`config.mk`:
```
export PLATFORM = sky130hd
export DESIGN_NAME = vga_ram_arbiter
export DESIGN_NICKNAME = d
export VERILOG_FILES = /design/src/rtl/vga_ram_arbiter.sv
export SDC_FILE = /design/constraint.sdc
export NUM_CORES = 1
export LEC_CHECK = 0
export BUFFER_PORTS_ARGS = -buffer_cell sky130_fd_sc_hd__buf_2
export CAP_MARGIN = 10
export CORE_MARGIN = 2
export CORE_UTILIZATION = 37
export CTS_CLUSTER_SIZE = 20
export DETAILED_ROUTE_END_ITERATION = 10
export PLACE_DENSITY_LB_ADDON = 0.3
export SLEW_MARGIN = 5
export SYNTH_ARGS = -nofsm -noshare
export SYNTH_HDL_FRONTEND = slang
export SYNTH_SLANG_ARGS = --single-unit
```
`constraint.sdc`:
```
create_clock -name clk -period 1.6 [get_ports clk]
set_clock_uncertainty 0.15 [all_clocks]
set_input_delay 0.32 -clock clk [delete_from_list [all_inputs] [get_ports clk]]
set_output_delay 0.32 -clock clk [all_outputs]
set_load 0.02 [all_outputs]
```
`src/rtl/vga_ram_arbiter.sv`:
```
`default_nettype none
// ============================================================================
// Module      : vga_ram_arbiter
// Description : Shares one single-port image RAM between the VGA pixel fetch
//               path (absolute priority, never stalled) and the CPU
//               load/store port (free slots only). CPU writes can be held off
//               during active video. Read data is steered back to its owner
//               through an in-flight tag pipeline matched to the RAM latency.
// Revision    : 1.0 - initial release
// ============================================================================
module vga_ram_arbiter #(
   parameter int ADDR_W      = 17,
   parameter int DATA_W      = 32,
   parameter int HRES        = 640,
   parameter int VRES        = 480,
   parameter int RD_LAT      = 2,     // legal range 1..4
   parameter int LOCK_ACTIVE = 1,
   parameter int STARVE_MAX  = 1023   // must be >= 1
) (
   input  logic              clk,
   input  logic              rst,
   // raster position
   input  logic [9:0]        x_i,
   input  logic [9:0]        y_i,
   // video fetch port
   input  logic              vid_req_i,
   input  logic [ADDR_W-1:0] vid_addr_i,
   output logic              vid_valid_o,
   output logic [DATA_W-1:0] vid_data_o,
   // CPU load/store port
   input  logic              cpu_req_i,
   input  logic              cpu_we_i,
   input  logic [ADDR_W-1:0] cpu_addr_i,
   input  logic [DATA_W-1:0] cpu_wdata_i,
   output logic              cpu_gnt_o,
   output logic              cpu_rvalid_o,
   output logic [DATA_W-1:0] cpu_rdata_o,
   output logic              cpu_starved_o,
   // RAM port
   output logic [ADDR_W-1:0] ram_addr_o,
   output logic              ram_we_o,
   output logic [DATA_W-1:0] ram_wdata_o,
   input  logic [DATA_W-1:0] ram_q_i
);

   localparam int                CNT_W = $clog2(STARVE_MAX + 1);
   localparam logic [CNT_W-1:0]  C_WAIT_MAX = CNT_W'(STARVE_MAX);
   localparam logic [9:0]        C_HRES = 10'(HRES);
   localparam logic [9:0]        C_VRES = 10'(VRES);

   typedef enum logic [0:0] {
      ST_BLANK  = 1'b0,
      ST_ACTIVE = 1'b1
   } state_t;

   state_t              state_q;

   logic                lock_w;
   logic                cpu_gnt_w;
   logic                rd_start_w;

   logic [ADDR_W-1:0]   ram_addr_d,  ram_addr_q;
   logic                ram_we_d,    ram_we_q;
   logic [DATA_W-1:0]   ram_wdata_d, ram_wdata_q;

   // Tag pipe: entry k describes the read that reached the RAM k cycles ago.
   // Entry RD_LAT lines up with the cycle in which ram_q carries its data.
   logic [RD_LAT:0]     tag_v_q;
   logic [RD_LAT:0]     tag_cpu_q;

   logic [CNT_W-1:0]    wait_cnt_d, wait_cnt_q;
   logic                starved_q;

   logic                vid_hit_w;
   logic                cpu_hit_w;

   // Raster state tracker: ACTIVE inside the visible window, BLANK elsewhere
   always_ff @(posedge clk) begin
      if (rst) begin
         state_q <= ST_BLANK;
      end else begin
         case (state_q)
            ST_BLANK:  if ((x_i < C_HRES) && (y_i < C_VRES)) state_q <= ST_ACTIVE;
            ST_ACTIVE: if (!((x_i < C_HRES) && (y_i < C_VRES))) state_q <= ST_BLANK;
            default:   state_q <= ST_BLANK;
         endcase
      end
   end

   // Grant: video always wins; CPU writes are blocked while the beam is visible
   always_comb begin
      lock_w     = (LOCK_ACTIVE != 0) && cpu_we_i && (state_q == ST_ACTIVE);
      cpu_gnt_w  = cpu_req_i && !vid_req_i && !rst && !lock_w;
      rd_start_w = vid_req_i || (cpu_gnt_w && !cpu_we_i);
   end

   // Next RAM command: address holds when idle so the RAM sees no needless toggles
   always_comb begin
      ram_addr_d  = ram_addr_q;
      ram_we_d    = 1'b0;
      ram_wdata_d = ram_wdata_q;
      if (vid_req_i) begin
         ram_addr_d = vid_addr_i;
      end else if (cpu_gnt_w) begin
         ram_addr_d = cpu_addr_i;
         ram_we_d   = cpu_we_i;
         if (cpu_we_i) begin
            ram_wdata_d = cpu_wdata_i;
         end
      end
   end

   // RAM command register: one access per cycle, issued in grant order
   always_ff @(posedge clk) begin
      if (rst) begin
         ram_addr_q  <= '0;
         ram_we_q    <= 1'b0;
         ram_wdata_q <= '0;
      end else begin
         ram_addr_q  <= ram_addr_d;
         ram_we_q    <= ram_we_d;
         ram_wdata_q <= ram_wdata_d;
      end
   end

   // In-flight read tags {valid, owner}; owner 1 = CPU, 0 = video.
   // Reset flushes every entry so a read cut off by reset never returns.
   always_ff @(posedge clk) begin
      if (rst) begin
         tag_v_q   <= '0;
         tag_cpu_q <= '0;
      end else begin
         tag_v_q   <= {tag_v_q[RD_LAT-1:0],   rd_start_w};
         tag_cpu_q <= {tag_cpu_q[RD_LAT-1:0], !vid_req_i};
      end
   end

   // Starvation wait counter: counts refused request cycles, saturating
   always_comb begin
      wait_cnt_d = wait_cnt_q;
      if (!cpu_req_i || cpu_gnt_w) begin
         wait_cnt_d = '0;
      end else if (wait_cnt_q != C_WAIT_MAX) begin
         wait_cnt_d = wait_cnt_q + CNT_W'(1);
      end
   end

   // Counter register and sticky starvation flag (cleared only by reset)
   always_ff @(posedge clk) begin
      if (rst) begin
         wait_cnt_q <= '0;
         starved_q  <= 1'b0;
      end else begin
         wait_cnt_q <= wait_cnt_d;
         if (wait_cnt_q == C_WAIT_MAX) begin
            starved_q <= 1'b1;
         end
      end
   end

   // Return steering: ram_q is passed straight through to the tagged owner
   always_comb begin
      vid_hit_w = !rst && tag_v_q[RD_LAT] && !tag_cpu_q[RD_LAT];
      cpu_hit_w = !rst && tag_v_q[RD_LAT] &&  tag_cpu_q[RD_LAT];
   end

   // Outputs are forced low while reset is asserted, including the first
   // reset cycle before the registers have cleared.
   assign vid_valid_o   = vid_hit_w;
   assign vid_data_o    = vid_hit_w ? ram_q_i : '0;
   assign cpu_rvalid_o  = cpu_hit_w;
   assign cpu_rdata_o   = cpu_hit_w ? ram_q_i : '0;
   assign cpu_gnt_o     = cpu_gnt_w;
   assign cpu_starved_o = starved_q && !rst;
   assign ram_addr_o    = rst ? '0 : ram_addr_q;
   assign ram_we_o      = ram_we_q && !rst;
   assign ram_wdata_o   = rst ? '0 : ram_wdata_q;

endmodule
`default_nettype wire
```
==> metrics.md <==
| Metric | Value |
|---|---|
| Largest net degree at the start of global routing | 53 |
| Power density over cell area | around 700 nW/um2 |
| Synthesized area per cell | ~8 um2 |
| Critical path type | reg -> out |
| Cells after Synth | 428 |
| Sequential share of the synthesized area | around two fifths |
| Largest family of logic cells by synthesized area | simple AND/OR/NAND/NOR gates |
| Synth Area in Adders | less than 1% |
| R2R Path End | wait_cnt_q[5] |
| Actual slew at the worst max-slew pin | 234 ps |
| Library cells used by synthesis | 37 |
| Post-synthesis register bit count | slightly below 70 |
| Total track usage | about a fifth |
| Grt met3 use | 3.76% |
| Post-route DRC | 0 |
| CP arrival | 1390 ps |
| Mapped Area | ~3400 um2 |
| Core ar. | around 9100 um2 |
| Filler cell count | 790 |
| PnR worst setup slack | -256 ps |
| Initial Utilization | roughly 38% |
| Met1 usage | 20.3% |
| DRT antenna net count | 0 |
| Grt ovf | 0 |
| Number of global-route vias before repair | roughly 3300 |
| Worst hold slack | slightly above 60 ps |
| DRT iter0 DRCs | just over 70 |
| Met2 Usage GRT | ~35% |
| Worst-case reg-to-reg path depth | 6 |
| Final setup fails | between 60 and 70 |
| Final Total Pwr | 3.90 mW |
| Mux contribution to synthesized area | around 5.3% |
| Period utilization | 116% |
| Xor/xnor share of the synthesized area | 0.771% |
| Most common cell after layout, fill and taps aside | buf_2 |
| Worst vdd ir | about 0.45 mV |
| Setup TNS | -15220 ps |
| First-pass GRT wire length | about 15000 um |
| F_max | ~540 MHz |
| Leak pwr | 2.70 nW |
| Ports | ~240 |
| Tmin final | 1860 ps |
| Num rows | 35 |
| CP Launch Type | flip-flop |
| Antenna violations before repair | 0 |
| CTS buffer count | 9 |
| Final slew viol count | 0 |
| Ys async rst share | 0% |
| Final GP Congestion | roughly 0.9 |
| Top_reg_cell synth | dfxtp_1 |
| CTS root buffer | clkbuf_8 |
| Grt peak-use layer | met2 |
| Clk pin slew, worst setup/hold paths | around 80 ps |
| CTS H-tree depth | 3 |
| Clock sink total | 68 |
| Share of layout cells above drive strength 1 | between 40% and 50% |
| Clock tree from TritonCTS | yes |
| Clock Tree Buf Depth | 2 |
| RSZ-0062 raised after global routing | true |
| Post-Synth Simple-Gate Area | between 30% and 40% |
| Syn Nets | between 500 and 600 |
| WL/cell | ~13 um |
| Worst-path fanout max | 16 |
| Reg-to-reg slack, setup | 10 ps |
| Die height | ~100 um |
| EDFF count, synth | 0 |
| Req. time, crit path | 1130 ps |
| Worst slew margin | 84.4% |
| # diodes | 0 |
| Reg2reg start | wait_cnt_q[5] |
| Vias per inst | ~4.8 |
| Failing checks | negative setup slack |
| Worst Hold Class | in -> reg |
| Post-synthesis compound-gate area fraction | approximately 11% |
| Hold Path Sink | ram_wdata_q[23] |
| Hold Startpoint | cpu_wdata_i[23] |
| I/O Buffers | between 200 and 250 |
| Final Hold Viols | 0 |
| Final nets | between 700 and 800 |
| Outcome | finished, violations left |
| Worst skew pair latency | roughly 330 ps |
| Pre-antenna DRT Iters | 4 |
| Die width | around 100 um |
| Die ar. | roughly 10000 um2 |
| Vias post-DR | 3717 |
| Hold path cells | 3 |
| Commonest non-fill, non-tap cells in the layout | buf_2, nand2_1, dfxtp_1 |
| Max Cap Viol | 0 |
| Crit. End Element | primary output |
| Final wirelength | roughly 10000 um |
| Layout area overhead | 63.2% |
| Synth warn | 0 |
| DP HPWL | 7360 um |
-- synth_stat cells, types with 2 or more instances --
library cell | number | area share [%]
a211oi_1 | 18 | 4.0
a21oi_1 | 36 | 5.3
and2_1 | 65 | 12
and3_1 | 2 | 0.37
and4_1 | 2 | 0.51
buf_2 | 5 | 0.73
buf_6 | 4 | 1.3
clkbuf_1 | 21 | 2.3
dfxtp_1 | 68 | 40
mux2i_1 | 18 | 5.3
nand2_1 | 71 | 7.8
nand3_1 | 3 | 0.44
nand4_1 | 2 | 0.37
nor2_1 | 29 | 3.2
nor2b_1 | 55 | 10
nor3_1 | 3 | 0.44
nor3b_1 | 2 | 0.44
o21ai_0 | 3 | 0.44
or4_1 | 2 | 0.44
xor2_1 | 2 | 0.51
-- worst max-delay path, stage by stage, from the launching register on --
cell and delay [ps]:
dfxtp_2 330, nor3b_4 170, buf_6 150, buf_16 130
and2_2 160, buf_6 110
-- cells by family (layout without fill, tap and decap cells) --
kind of cell | Yosys count | in the layout
AND/OR/NAND/NOR | 241 | 241
flip-flops | 68 | 68
AO/OA/AOI/OAI | 63 | 63
buffers and inverters | 34 | 275
multiplexers | 18 | 18
XOR/XNOR | 3 | 3
adder cells (fa/ha/maj) | 1 | 1
-- timing repair --
action	in CTS	in global routing
hold buffers	1	0
gates cloned	1	0
hold endpoints to repair	1	0
setup buffers	2	1
pin swaps	1	3
endpoints found under the setup margin	71	99
gates resized for setup	78	67
-- where the power goes --
part	switching (mW)	internal, mW
logic	0.272	0.274
clock network	0.662	0.920
registers	0.0258	1.75
-- layer usage --
| layer | vias up | wire (um) |
|---|---|---|
| met4 | 0 | 262 |
| met1 | 1678 | 4060 |
| li1 | 1876 | - |
| met3 | 18 | 715 |
| met2 | 145 | 5450 |
| met5 | - | 0 |
-- flip-flops by register name, indices dropped and copies added (netlist names) --
register,flops
ram_wdata_q,32
ram_addr_q,17
starved_q,1
tag_v_q,3
wait_cnt_q,10
state_q,1
ram_we_q,1
tag_cpu_q,3
-- area by class of cell --
class / count / area (um2) / share of cell area [%]
multi-input cells: 326 / 2000 / 35.9
repair buffers: 256 / 1800 / 32.5
clock inverters: 6 / 87.6 / 1.58
flip-flops and latches: 68 / 1370 / 24.7
well taps: 111 / 139 / 2.50
inverters: 3 / 23.8 / 0.428
clock buffers: 10 / 138 / 2.48
-- worst max-delay path by stage --
stage          slack, ps         start               to
3_3_place_gp        -190           rst  ram_wdata_q[15]
6_report            -260  tag_cpu_q[2]   vid_data_o[22]
2_1_floorplan        -50           rst   ram_wdata_q[1]
3_5_place_dp        -240           rst  ram_wdata_q[22]
4_1_cts             -260  tag_cpu_q[2]    vid_data_o[7]
5_1_grt             -320  tag_cpu_q[2]    vid_data_o[9]
-- stage by stage --
stage                     instances  util (%)  worst slack [ps]  area, um2
after global placement          759      53.2              -185       4820
after detailed placement        759      53.2              -235       4820
after CTS                       779      58.9              -263       5340
final                           780      61.3              -256       5560
after global routing            780      61.3              -323       5560
after floorplan                 428         -             -49.5       3480
Power figures use the tool's default switching activity.
